$ cat config.mk
export PLATFORM = sky130hd
export DESIGN_NAME = vmx_pe_simd
export DESIGN_NICKNAME = d
export VERILOG_FILES = /design/src/rtl/vmx_pkg.sv /design/src/rtl/vmx_simd_mac.sv /design/src/rtl/vmx_pe_simd.sv
export SDC_FILE = /design/constraint.sdc
export NUM_CORES = 1
export LEC_CHECK = 0
export ABC_AREA = 1
export ABC_CLOCK_PERIOD_IN_PS = 8000
export BUFFER_PORTS_ARGS = -buffer_cell sky130_fd_sc_hd__buf_2
export CELL_PAD_IN_SITES_DETAIL_PLACEMENT = 2
export CELL_PAD_IN_SITES_GLOBAL_PLACEMENT = 2
export CORE_UTILIZATION = 30
export CTS_CLUSTER_DIAMETER = 100
export DETAILED_ROUTE_END_ITERATION = 7
export PLACE_DENSITY = 0.65
export SETUP_SLACK_MARGIN = 0.3
export SYNTH_ARGS = -nofsm -noshare
export SYNTH_HDL_FRONTEND = slang
export SYNTH_SLANG_ARGS = --single-unit
export TNS_END_PERCENT = 30
$ cat constraint.sdc
create_clock -name clk -period 8 [get_ports clk]
set_input_delay 1.2 -clock clk [delete_from_list [all_inputs] [get_ports clk]]
set_output_delay 1.2 -clock clk [all_outputs]
set_load 0.01 [all_outputs]
$ cat src/rtl/vmx_pkg.sv
// Shared definitions for the VMX systolic array: SIMD mode encodings,
// accumulator width derivation and lane-slice index helpers.
package vmx_pkg;

  localparam logic VMX_MODE_LANE = 1'b0;
  localparam logic VMX_MODE_FULL = 1'b1;

  // Partial sums carry a full-precision product per lane.
  function automatic int vmx_acc_w(input int lane_w, input int lanes);
    return 2 * lane_w * lanes;
  endfunction

  function automatic int vmx_lane_lo(input int lane, input int lane_w);
    return lane * lane_w;
  endfunction

  function automatic int vmx_acc_lo(input int lane, input int lane_w);
    return lane * 2 * lane_w;
  endfunction

endpackage

$ cat src/rtl/vmx_simd_mac.sv
// Combinational signed multiply-add for one PE: LANES independent narrow
// lanes or a single full-width lane, wrapping modulo the slice width.
module vmx_simd_mac
  import vmx_pkg::*;
#(
  parameter int LANE_W = 8,
  parameter int LANES  = 2,
  localparam int DATA_W = LANE_W * LANES,
  localparam int ACC_W  = vmx_acc_w(LANE_W, LANES)
) (
  input  logic              mode,
  input  logic [DATA_W-1:0] data,
  input  logic [DATA_W-1:0] weight,
  input  logic [ACC_W-1:0]  sum_in,
  output logic [ACC_W-1:0]  result
);

  logic [ACC_W-1:0] lane_sum;
  logic [ACC_W-1:0] data_x;
  logic [ACC_W-1:0] weight_x;
  logic [ACC_W-1:0] full_sum;

  // Operands are sign-extended to the product width, so a plain unsigned
  // multiply yields the correct two's complement low bits.
  for (genvar g = 0; g < LANES; g++) begin : g_lane
    logic [LANE_W-1:0]   a;
    logic [LANE_W-1:0]   w;
    logic [2*LANE_W-1:0] a_x;
    logic [2*LANE_W-1:0] w_x;
    logic [2*LANE_W-1:0] prod;

    assign a    = data[vmx_lane_lo(g, LANE_W) +: LANE_W];
    assign w    = weight[vmx_lane_lo(g, LANE_W) +: LANE_W];
    assign a_x  = {{LANE_W{a[LANE_W-1]}}, a};
    assign w_x  = {{LANE_W{w[LANE_W-1]}}, w};
    assign prod = a_x * w_x;

    assign lane_sum[vmx_acc_lo(g, LANE_W) +: 2*LANE_W] =
      prod + sum_in[vmx_acc_lo(g, LANE_W) +: 2*LANE_W];
  end

  assign data_x   = {{DATA_W{data[DATA_W-1]}}, data};
  assign weight_x = {{DATA_W{weight[DATA_W-1]}}, weight};
  assign full_sum = data_x * weight_x + sum_in;

  assign result = (mode == VMX_MODE_LANE) ? lane_sum : full_sum;

endmodule

$ cat src/rtl/vmx_pe_simd.sv
// Systolic VMX processing element: double-buffered weight, SIMD multiply-add
// against the upstream partial sum, and registered pass-through of the chain.
module vmx_pe_simd
  import vmx_pkg::*;
#(
  parameter int LANE_W = 8,
  parameter int LANES  = 2,
  parameter int CNT_W  = 8,
  localparam int DATA_W = LANE_W * LANES,
  localparam int ACC_W  = vmx_acc_w(LANE_W, LANES)
) (
  input  logic              clk,
  input  logic              rst_n,
  input  logic              en,
  input  logic              simd_mode,
  input  logic              in_valid,
  input  logic              load_valid,
  input  logic [CNT_W-1:0]  load_cnt,
  input  logic              weight_swap,
  input  logic [DATA_W-1:0] data,
  input  logic [ACC_W-1:0]  sum_in,
  output logic              simd_mode_pass,
  output logic              in_valid_pass,
  output logic              load_valid_pass,
  output logic              weight_swap_pass,
  output logic [CNT_W-1:0]  load_cnt_pass,
  output logic [DATA_W-1:0] data_pass,
  output logic [ACC_W-1:0]  sum_out,
  output logic              out_valid
);

  logic [DATA_W-1:0] shadow_w;
  logic [DATA_W-1:0] active_w;
  logic [ACC_W-1:0]  mac_result;
  logic              load_hit;

  assign load_hit = load_valid && (load_cnt == '0);

  vmx_simd_mac #(
    .LANE_W (LANE_W),
    .LANES  (LANES)
  ) u_mac (
    .mode   (simd_mode),
    .data   (data),
    .weight (active_w),
    .sum_in (sum_in),
    .result (mac_result)
  );

  // Swap reads the pre-edge shadow, so a same-cycle load lands only in
  // the shadow and the array can keep loading while it computes.
  always_ff @(posedge clk or negedge rst_n) begin
    if (!rst_n) begin
      shadow_w <= '0;
      active_w <= '0;
    end else if (en) begin
      if (load_hit) begin
        shadow_w <= data;
      end
      if (weight_swap) begin
        active_w <= shadow_w;
      end
    end
  end

  always_ff @(posedge clk or negedge rst_n) begin
    if (!rst_n) begin
      simd_mode_pass   <= 1'b0;
      in_valid_pass    <= 1'b0;
      load_valid_pass  <= 1'b0;
      weight_swap_pass <= 1'b0;
      load_cnt_pass    <= '0;
      data_pass        <= '0;
      sum_out          <= '0;
      out_valid        <= 1'b0;
    end else if (en) begin
      simd_mode_pass   <= simd_mode;
      in_valid_pass    <= in_valid;
      load_valid_pass  <= load_valid;
      weight_swap_pass <= weight_swap;
      load_cnt_pass    <= load_cnt - CNT_W'(1);
      data_pass        <= data;
      sum_out          <= in_valid ? mac_result : sum_in;
      out_valid        <= in_valid;
    end
  end

endmodule

==> results.json, run 1 <==
{
  "remaining_drc_errors": 0,
  "synthAdderAreaFrac_pct": 50.1,
  "period_share_pct": 89.5,
  "ir_drop_uv": 170,
  "critPathRequiredTime_ps": 8310,
  "port_buffers": 123,
  "synth_compound_area_share_pct": 5.52,
  "fp.dieArea_sq_um": 70100,
  "cts.path.max_buffers": 2,
  "cts_buffers": 9,
  "worst_slew_pin_slew_ps": 1050,
  "cts_num_sinks": 92,
  "cts_resized": 0,
  "htree_levels": 3,
  "finalMaxSlewViolations": 0,
  "synth_nets": 3241,
  "status": "completed",
  "crit_end": "sum_out[26]$_DFFE_PN0P_",
  "ctsHoldBuffers": 0,
  "setup.worst_path.start_class": "input port",
  "syn_area_per_cell_sq_um": 7.99,
  "setup_viol": 0,
  "worstSetupEndpointType": "flop",
  "vias": 16702,
  "avgRoutedWirePerCell_microns": 21.0,
  "synth_edf_count": 0,
  "cp-startpoint": "data[15]",
  "combPwrFrac_pct": 77.6,
  "grt_util_all_layers_pct": 22.1,
  "gr-total-overflow": 0,
  "wl_mm": 74.4,
  "final_cell_mix": "731 x inv_1, 583 x nand2_1, 412 x fa_1",
  "antenna_found_initial": 1,
  "clockRootBuffer": "clkbuf_16",
  "finalSetupTns_ps": 0,
  "p_int_uw": 2120,
  "synthMuxAreaShare_pct": 0.652,
  "switching_share_pct": 57.6,
  "vias_per_cell": 4.72,
  "drive_gt1_share_pct": 7.70,
  "clockPowerShare_pct": 10.4,
  "drv_cap": 0,
  "syn_inst": 2595,
  "path_clk_slew_ps": 100,
  "first_pass_iters": 4,
  "ys.flop_type": "dfrtp_1",
  "core-area_sq_um": 67800,
  "ys_seq_elements": 92,
  "net-switching-power_uw": 2870,
  "insertion_delay_ps": 420,
  "r2r_cells": 26,
  "max_freq_ghz": 0.140,
  "gp_congestion": 0.845,
  "placedCellCount": 3520,
  "worstPathMaxFanout": 19,
  "synth_top_family_by_area": "adder cells",
  "hpwl_mm": 64.0,
  "fin_cells": 3536,
  "relSlewSlack_pct": 30.1,
  "fp.dieW_microns": 265,
  "post_cts_buffers": 0,
  "worstPathArrival_ps": 7470,
  "grt_pass1_wl_mm": 117,
  "ys_types": 40,
  "worstHoldPathType": "flop to flop",
  "rows": 95,
  "final_common_cell": "inv_1",
  "r2r-start": "active_w[1]$_DFFE_PN0P_",
  "fin_skew_ps": 34.2,
  "layout.nets": 3304,
  "finalCriticalPeriod_ps": 7160,
  "rsz0062_at_grt": "false",
  "cts_tree": "done",
  "critPathKind": "input port to flop",
  "r2r-end": "sum_out[30]$_DFFE_PN0P_",
  "yosysWarnings": 0,
  "start_util_pct": 30.6,
  "pin_count": 124,
  "synthArstFlopShare_pct": 100,
  "synthesis.area_sq_um": 20700,
  "final_hold_viol_count": 0,
  "ys_seq_area_share_pct": 11.1,
  "r2r_setup_slack_ps": 1050,
  "area_delta_synth_final_pct": 8.84,
  "yosys.area_share.simple_pct": 16.5,
  "synthXorXnorAreaFrac_pct": 1.01,
  "leakage_uw": 0.0131,
  "drt_iter0_markers": 519,
  "die_h_microns": 265,
  "grt_pass1_vias": 19803,
  "n_antenna_cell": 0,
  "p_per_area_nw_per_um2": 221,
  "grt_max_degree": 52,
  "ant_nets": 0,
  "seq_power_share_pct": 12.0
}
state kept, by name, summed over array words and instances (netlist names):
signal and flops:
sum_out 32, active_w 16, data_pass 16, shadow_w 16, load_cnt_pass 8, in_valid_pass 1
load_valid_pass 1, simd_mode_pass 1, weight_swap_pass 1
power groups by stage:
stage               sequential [uW]  clock, uW  combinational [uW]
floorplan                       604          0                2560
global placement                609          0                3860
detailed placement              610          0                3970
CTS                             602        535                3990
global route                    609        549                4390
finish                          598        518                3870
cell type report:
cell class                 count  area, sq um
clock inverter                 7         92.6
fill                        7825        45200
sequential                    92         2300
inverter                     735         2760
tap                          873         1090
timing repair buffer         146          791
multi-input combinational   1674        15300
clock buffer                   9          225
through the flow:
stage                     utilization (%)  power, uW  instance area, sq um  setup slack (ps)  hold WS (ps)
after detailed placement             32.8       4580                 22200               336           457
after global routing                 33.3       5550                 22600               394           514
after global placement               32.8       4460                 22200               460           453
final                                33.3       4990                 22600               841           470
after CTS                            33.3       5130                 22600               781           477
after floorplan                         -       3170                 20700              1280           449
Yosys cell counts (2+ instances only):
cell type	n	share of area, %
fa_1	412	40
nand2b_1	2	0.060
a31oi_1	9	0.27
clkbuf_1	80	1.4
nand3_1	95	2.3
or2_2	4	0.12
a21oi_1	92	2.2
nor2_2	4	0.12
nand2_2	9	0.27
o211ai_1	7	0.25
inv_1	732	13
nor2_1	119	2.2
nor4_1	2	0.060
clkinv_1	2	0.036
nor3_1	6	0.14
nand4_1	6	0.18
buf_1	6	0.11
xnor2_1	12	0.51
dfrtp_1	92	11
o21ai_0	81	2.0
mux2_2	12	0.65
o21bai_1	7	0.25
xor2_1	12	0.51
ha_1	171	10
nand3b_1	5	0.18
nand2_1	583	11
a21oi_2	4	0.17
nor3_2	4	0.19
buf_4	3	0.11
buf_2	5	0.12
o21ai_1	8	0.19
worst min path at each step:
stage / slack, ps / cells after the start / endpoint / startpoint
6_report: 470 / 2 / weight_swap_pass$_DFFE_PN0P_ / weight_swap_pass$_DFFE_PN0P_
5_1_grt: 510 / 2 / weight_swap_pass$_DFFE_PN0P_ / weight_swap_pass$_DFFE_PN0P_
4_1_cts: 480 / 2 / weight_swap_pass$_DFFE_PN0P_ / weight_swap_pass$_DFFE_PN0P_
3_5_place_dp: 460 / 2 / weight_swap_pass$_DFFE_PN0P_ / weight_swap_pass$_DFFE_PN0P_
3_3_place_gp: 450 / 2 / load_valid_pass$_DFFE_PN0P_ / load_valid_pass$_DFFE_PN0P_
2_1_floorplan: 450 / 2 / shadow_w[0]$_DFFE_PN0P_ / shadow_w[0]$_DFFE_PN0P_
metal layers:
| metal | part of all wire (%) | track usage [%] |
|---|---|---|
| met1 | 41 | 26.3 |
| met2 | 54 | 41.6 |
| met3 | 1.9 | 1.76 |
| met4 | 3.3 | 7.59 |
| met5 | 0 | 0 |
logic make-up after synthesis:
| logic type | Yosys count |
|---|---|
| xor gates and xnor gates | 24 |
| DFF | 92 |
| buffers and inverters | 829 |
| and+or+nand+nor | 842 |
| adders and majority gates | 583 |
| AOI/OAI and AO/OA | 213 |
| muxes | 12 |
worst max-delay path, cell delays in order:
cell and delay (ps):
buf_2 380, nand2_1 470, fa_1 750, inv_1 170, fa_1 530, inv_1 50, fa_1 580, inv_1 70
fa_1 470, fa_1 500, inv_1 60, fa_1 480, inv_1 40, ha_1 400, nand2_1 160, nor2_1 170
inv_1 80, nor3_1 220, nand3_1 200, nand3_1 130, nand2_1 50, nand3_1 120, nand2_1 70, nand2_1 60
nand2_1 40
Power figures use the tool's default switching activity.
==> run 2: changes to the inputs <==
--- a/config.mk
+++ b/config.mk
@@ -6,10 +6,10 @@
 export NUM_CORES = 1
 export LEC_CHECK = 0
 export ABC_AREA = 1
-export ABC_CLOCK_PERIOD_IN_PS = 8000
 export BUFFER_PORTS_ARGS = -buffer_cell sky130_fd_sc_hd__buf_2
 export CELL_PAD_IN_SITES_DETAIL_PLACEMENT = 2
 export CELL_PAD_IN_SITES_GLOBAL_PLACEMENT = 2
+export CORE_ASPECT_RATIO = 0.6
 export CORE_UTILIZATION = 30
 export CTS_CLUSTER_DIAMETER = 100
 export DETAILED_ROUTE_END_ITERATION = 7
==> run 2 against run 1 <==
Net effect: global-route usage rose by 2.6 points; sequential power is essentially flat; non-clock buffer count increased by 4.
==> results.json, run 2 (same netlist as run 1, synthesis figures left out) <==
{
  "gr-total-overflow": 0,
  "finalMaxSlewViolations": 0,
  "hpwl_mm": 71.5,
  "die_h_microns": 206,
  "max_stage_delay_ps": 730,
  "crit_path_cell_trace": "buf_2 -> nand2_1 -> inv_1 -> fa_1 -> inv_1 -> fa_1 -> inv_1 -> fa_1 -> fa_1 -> fa_1 -> inv_1 -> fa_1 -> inv_1 -> ha_1 -> a21oi_1 -> o21ai_0 -> a21oi_1 -> nand4_1 -> nand3_1 -> nand2_1 -> nand2_1 -> nand2_1",
  "fin_skew_ps": 37.9,
  "cts.path.max_buffers": 2,
  "port_buffers": 123,
  "finalCriticalPeriod_ps": 7160,
  "first_pass_iters": 5,
  "regMostFlops": "sum_out",
  "fp.dieW_microns": 341,
  "htree_levels": 3,
  "ctsHoldBuffers": 0,
  "relSlewSlack_pct": 22.2,
  "routed-wl-met2_mm": 31.3,
  "setup_viol": 0,
  "final_hold_viol_count": 0,
  "worstSetupEndpointType": "flop",
  "cts_num_sinks": 92,
  "worstHoldPathType": "flop to flop",
  "fin_cells": 3580,
  "gp_congestion": 0.887,
  "grt_max_degree": 53,
  "final_common_cell": "inv_1",
  "rsz0062_at_grt": "false",
  "leakage_uw": 0.0131,
  "pin_count": 124,
  "insertion_delay_ps": 430,
  "wl_met3_mm": 4.88,
  "path_clk_slew_ps": 80,
  "ir_drop_uv": 139,
  "critPathRequiredTime_ps": 8300,
  "placedCellCount": 3563,
  "routed.top_layer": "met4",
  "path_common_cell": "fa_1",
  "vias": 16989,
  "cts_tree": "done",
  "cts_resized": 0,
  "worstPathMaxFanout": 12,
  "largest_reg_flops": 32,
  "worst_slew_pin_slew_ps": 1170,
  "vias_per_cell": 4.75,
  "seq_power_share_pct": 11.2,
  "final_cell_mix": "731 x inv_1, 583 x nand2_1, 412 x fa_1",
  "switching_share_pct": 59.6,
  "path_delay_family": "adder cells",
  "clockPowerShare_pct": 9.4,
  "drive_gt1_share_pct": 7.87,
  "start_util_pct": 30.4,
  "finalSetupTns_ps": 0,
  "multi_input_area_sq_um": 15300,
  "clockRootBuffer": "clkbuf_16",
  "drv_cap": 0,
  "p_int_uw": 2150,
  "slowest_stage": "fa_1",
  "period_share_pct": 89.5,
  "drt_iter0_markers": 1033,
  "rows": 74,
  "antenna_found_initial": 3,
  "setup.worst_path.start_class": "input port",
  "critPathKind": "input port to flop",
  "drt-met1-wl_mm": 46.0,
  "net-switching-power_uw": 3170,
  "cts_buffers": 9,
  "avgRoutedWirePerCell_microns": 23.1,
  "area_delta_synth_final_pct": 9.11,
  "core-area_sq_um": 68100,
  "crit_buf_inv": 6,
  "max_freq_ghz": 0.140,
  "seqCellArea_sq_um": 2300,
  "grt_pass1_vias": 19314,
  "ant_nets": 0,
  "combPwrFrac_pct": 79.4,
  "worstPathArrival_ps": 7460,
  "post_cts_buffers": 0,
  "p_per_area_nw_per_um2": 235,
  "wl_mm": 82.7,
  "grt_util_all_layers_pct": 24.8,
  "fillers": 7952,
  "status": "completed",
  "fp.dieArea_sq_um": 70200,
  "layout.nets": 3308,
  "remaining_drc_errors": 0,
  "grt_pass1_wl_mm": 127,
  "final_core_util_pct": 33.2
}
run 2: cell types whose count changed in the layout (fill, tap and decap cells not counted), sizes merged:
cell	previous run	this run
clkinv	4	5
clkinvlp	2	0
inv	735	737
buf	146	150
diode	0	1
bufinv	1	0
run 2: per-layer routing:
metal / up-vias / global-route usage (%)
li1: 7668 / -
met1: 8949 / 40.9
met2: 348 / 33.1
met3: 24 / 4.86
met4: 0 / 2.37
met5: - / 0
run 2: power groups by stage:
stage / clock [uW] / combinational, uW / sequential (uW)
2_1_floorplan: 0 / 2560 / 604
3_3_place_gp: 0 / 4090 / 603
3_5_place_dp: 0 / 4170 / 607
4_1_cts: 521 / 4220 / 598
5_1_grt: 534 / 4710 / 605
6_report: 501 / 4230 / 596
run 2: area by class of cell:
class	count	share of cell area, %
multi-input cells	1674	67.6
inverters	735	12.2
flip-flops and latches	92	10.2
well taps	912	5.05
repair buffers	150	3.63
clock buffers	9	0.996
clock inverters	7	0.299
diodes	1	0.0111
run 2: final timing paths:
check / end / cells past startpoint / from / slack (ps)
setup / recovery: sum_out[24]$_DFFE_PN0P_ / 22 / data[15] / 840
hold / removal: weight_swap_pass$_DFFE_PN0P_ / 2 / weight_swap_pass$_DFFE_PN0P_ / 470
setup reg to reg: sum_out[24]$_DFFE_PN0P_ / 21 / active_w[1]$_DFFE_PN0P_ / 930
hold reg to reg: weight_swap_pass$_DFFE_PN0P_ / 2 / weight_swap_pass$_DFFE_PN0P_ / 470
max in group asynchronous: sum_out[22]$_DFFE_PN0P_ / 2 / rst_n / 5980
min in group asynchronous: load_cnt_pass[6]$_DFFE_PN0P_ / 1 / rst_n / 800
run 2: worst min-delay path, stage by stage, from the launching register on:
cell and delay [ps]:
dfrtp_1 340, nand2_1 50, nand2_1 40
run 2: through the flow:
stage	hold WS (ps)	setup WS [ps]	cell area (sq um)	power [uW]
4_1_cts	476	908	22600	5340
5_1_grt	486	529	22600	5850
2_1_floorplan	449	1280	20700	3170
3_5_place_dp	459	453	22300	4780
6_report	470	840	22600	5320
3_3_place_gp	450	533	22300	4700
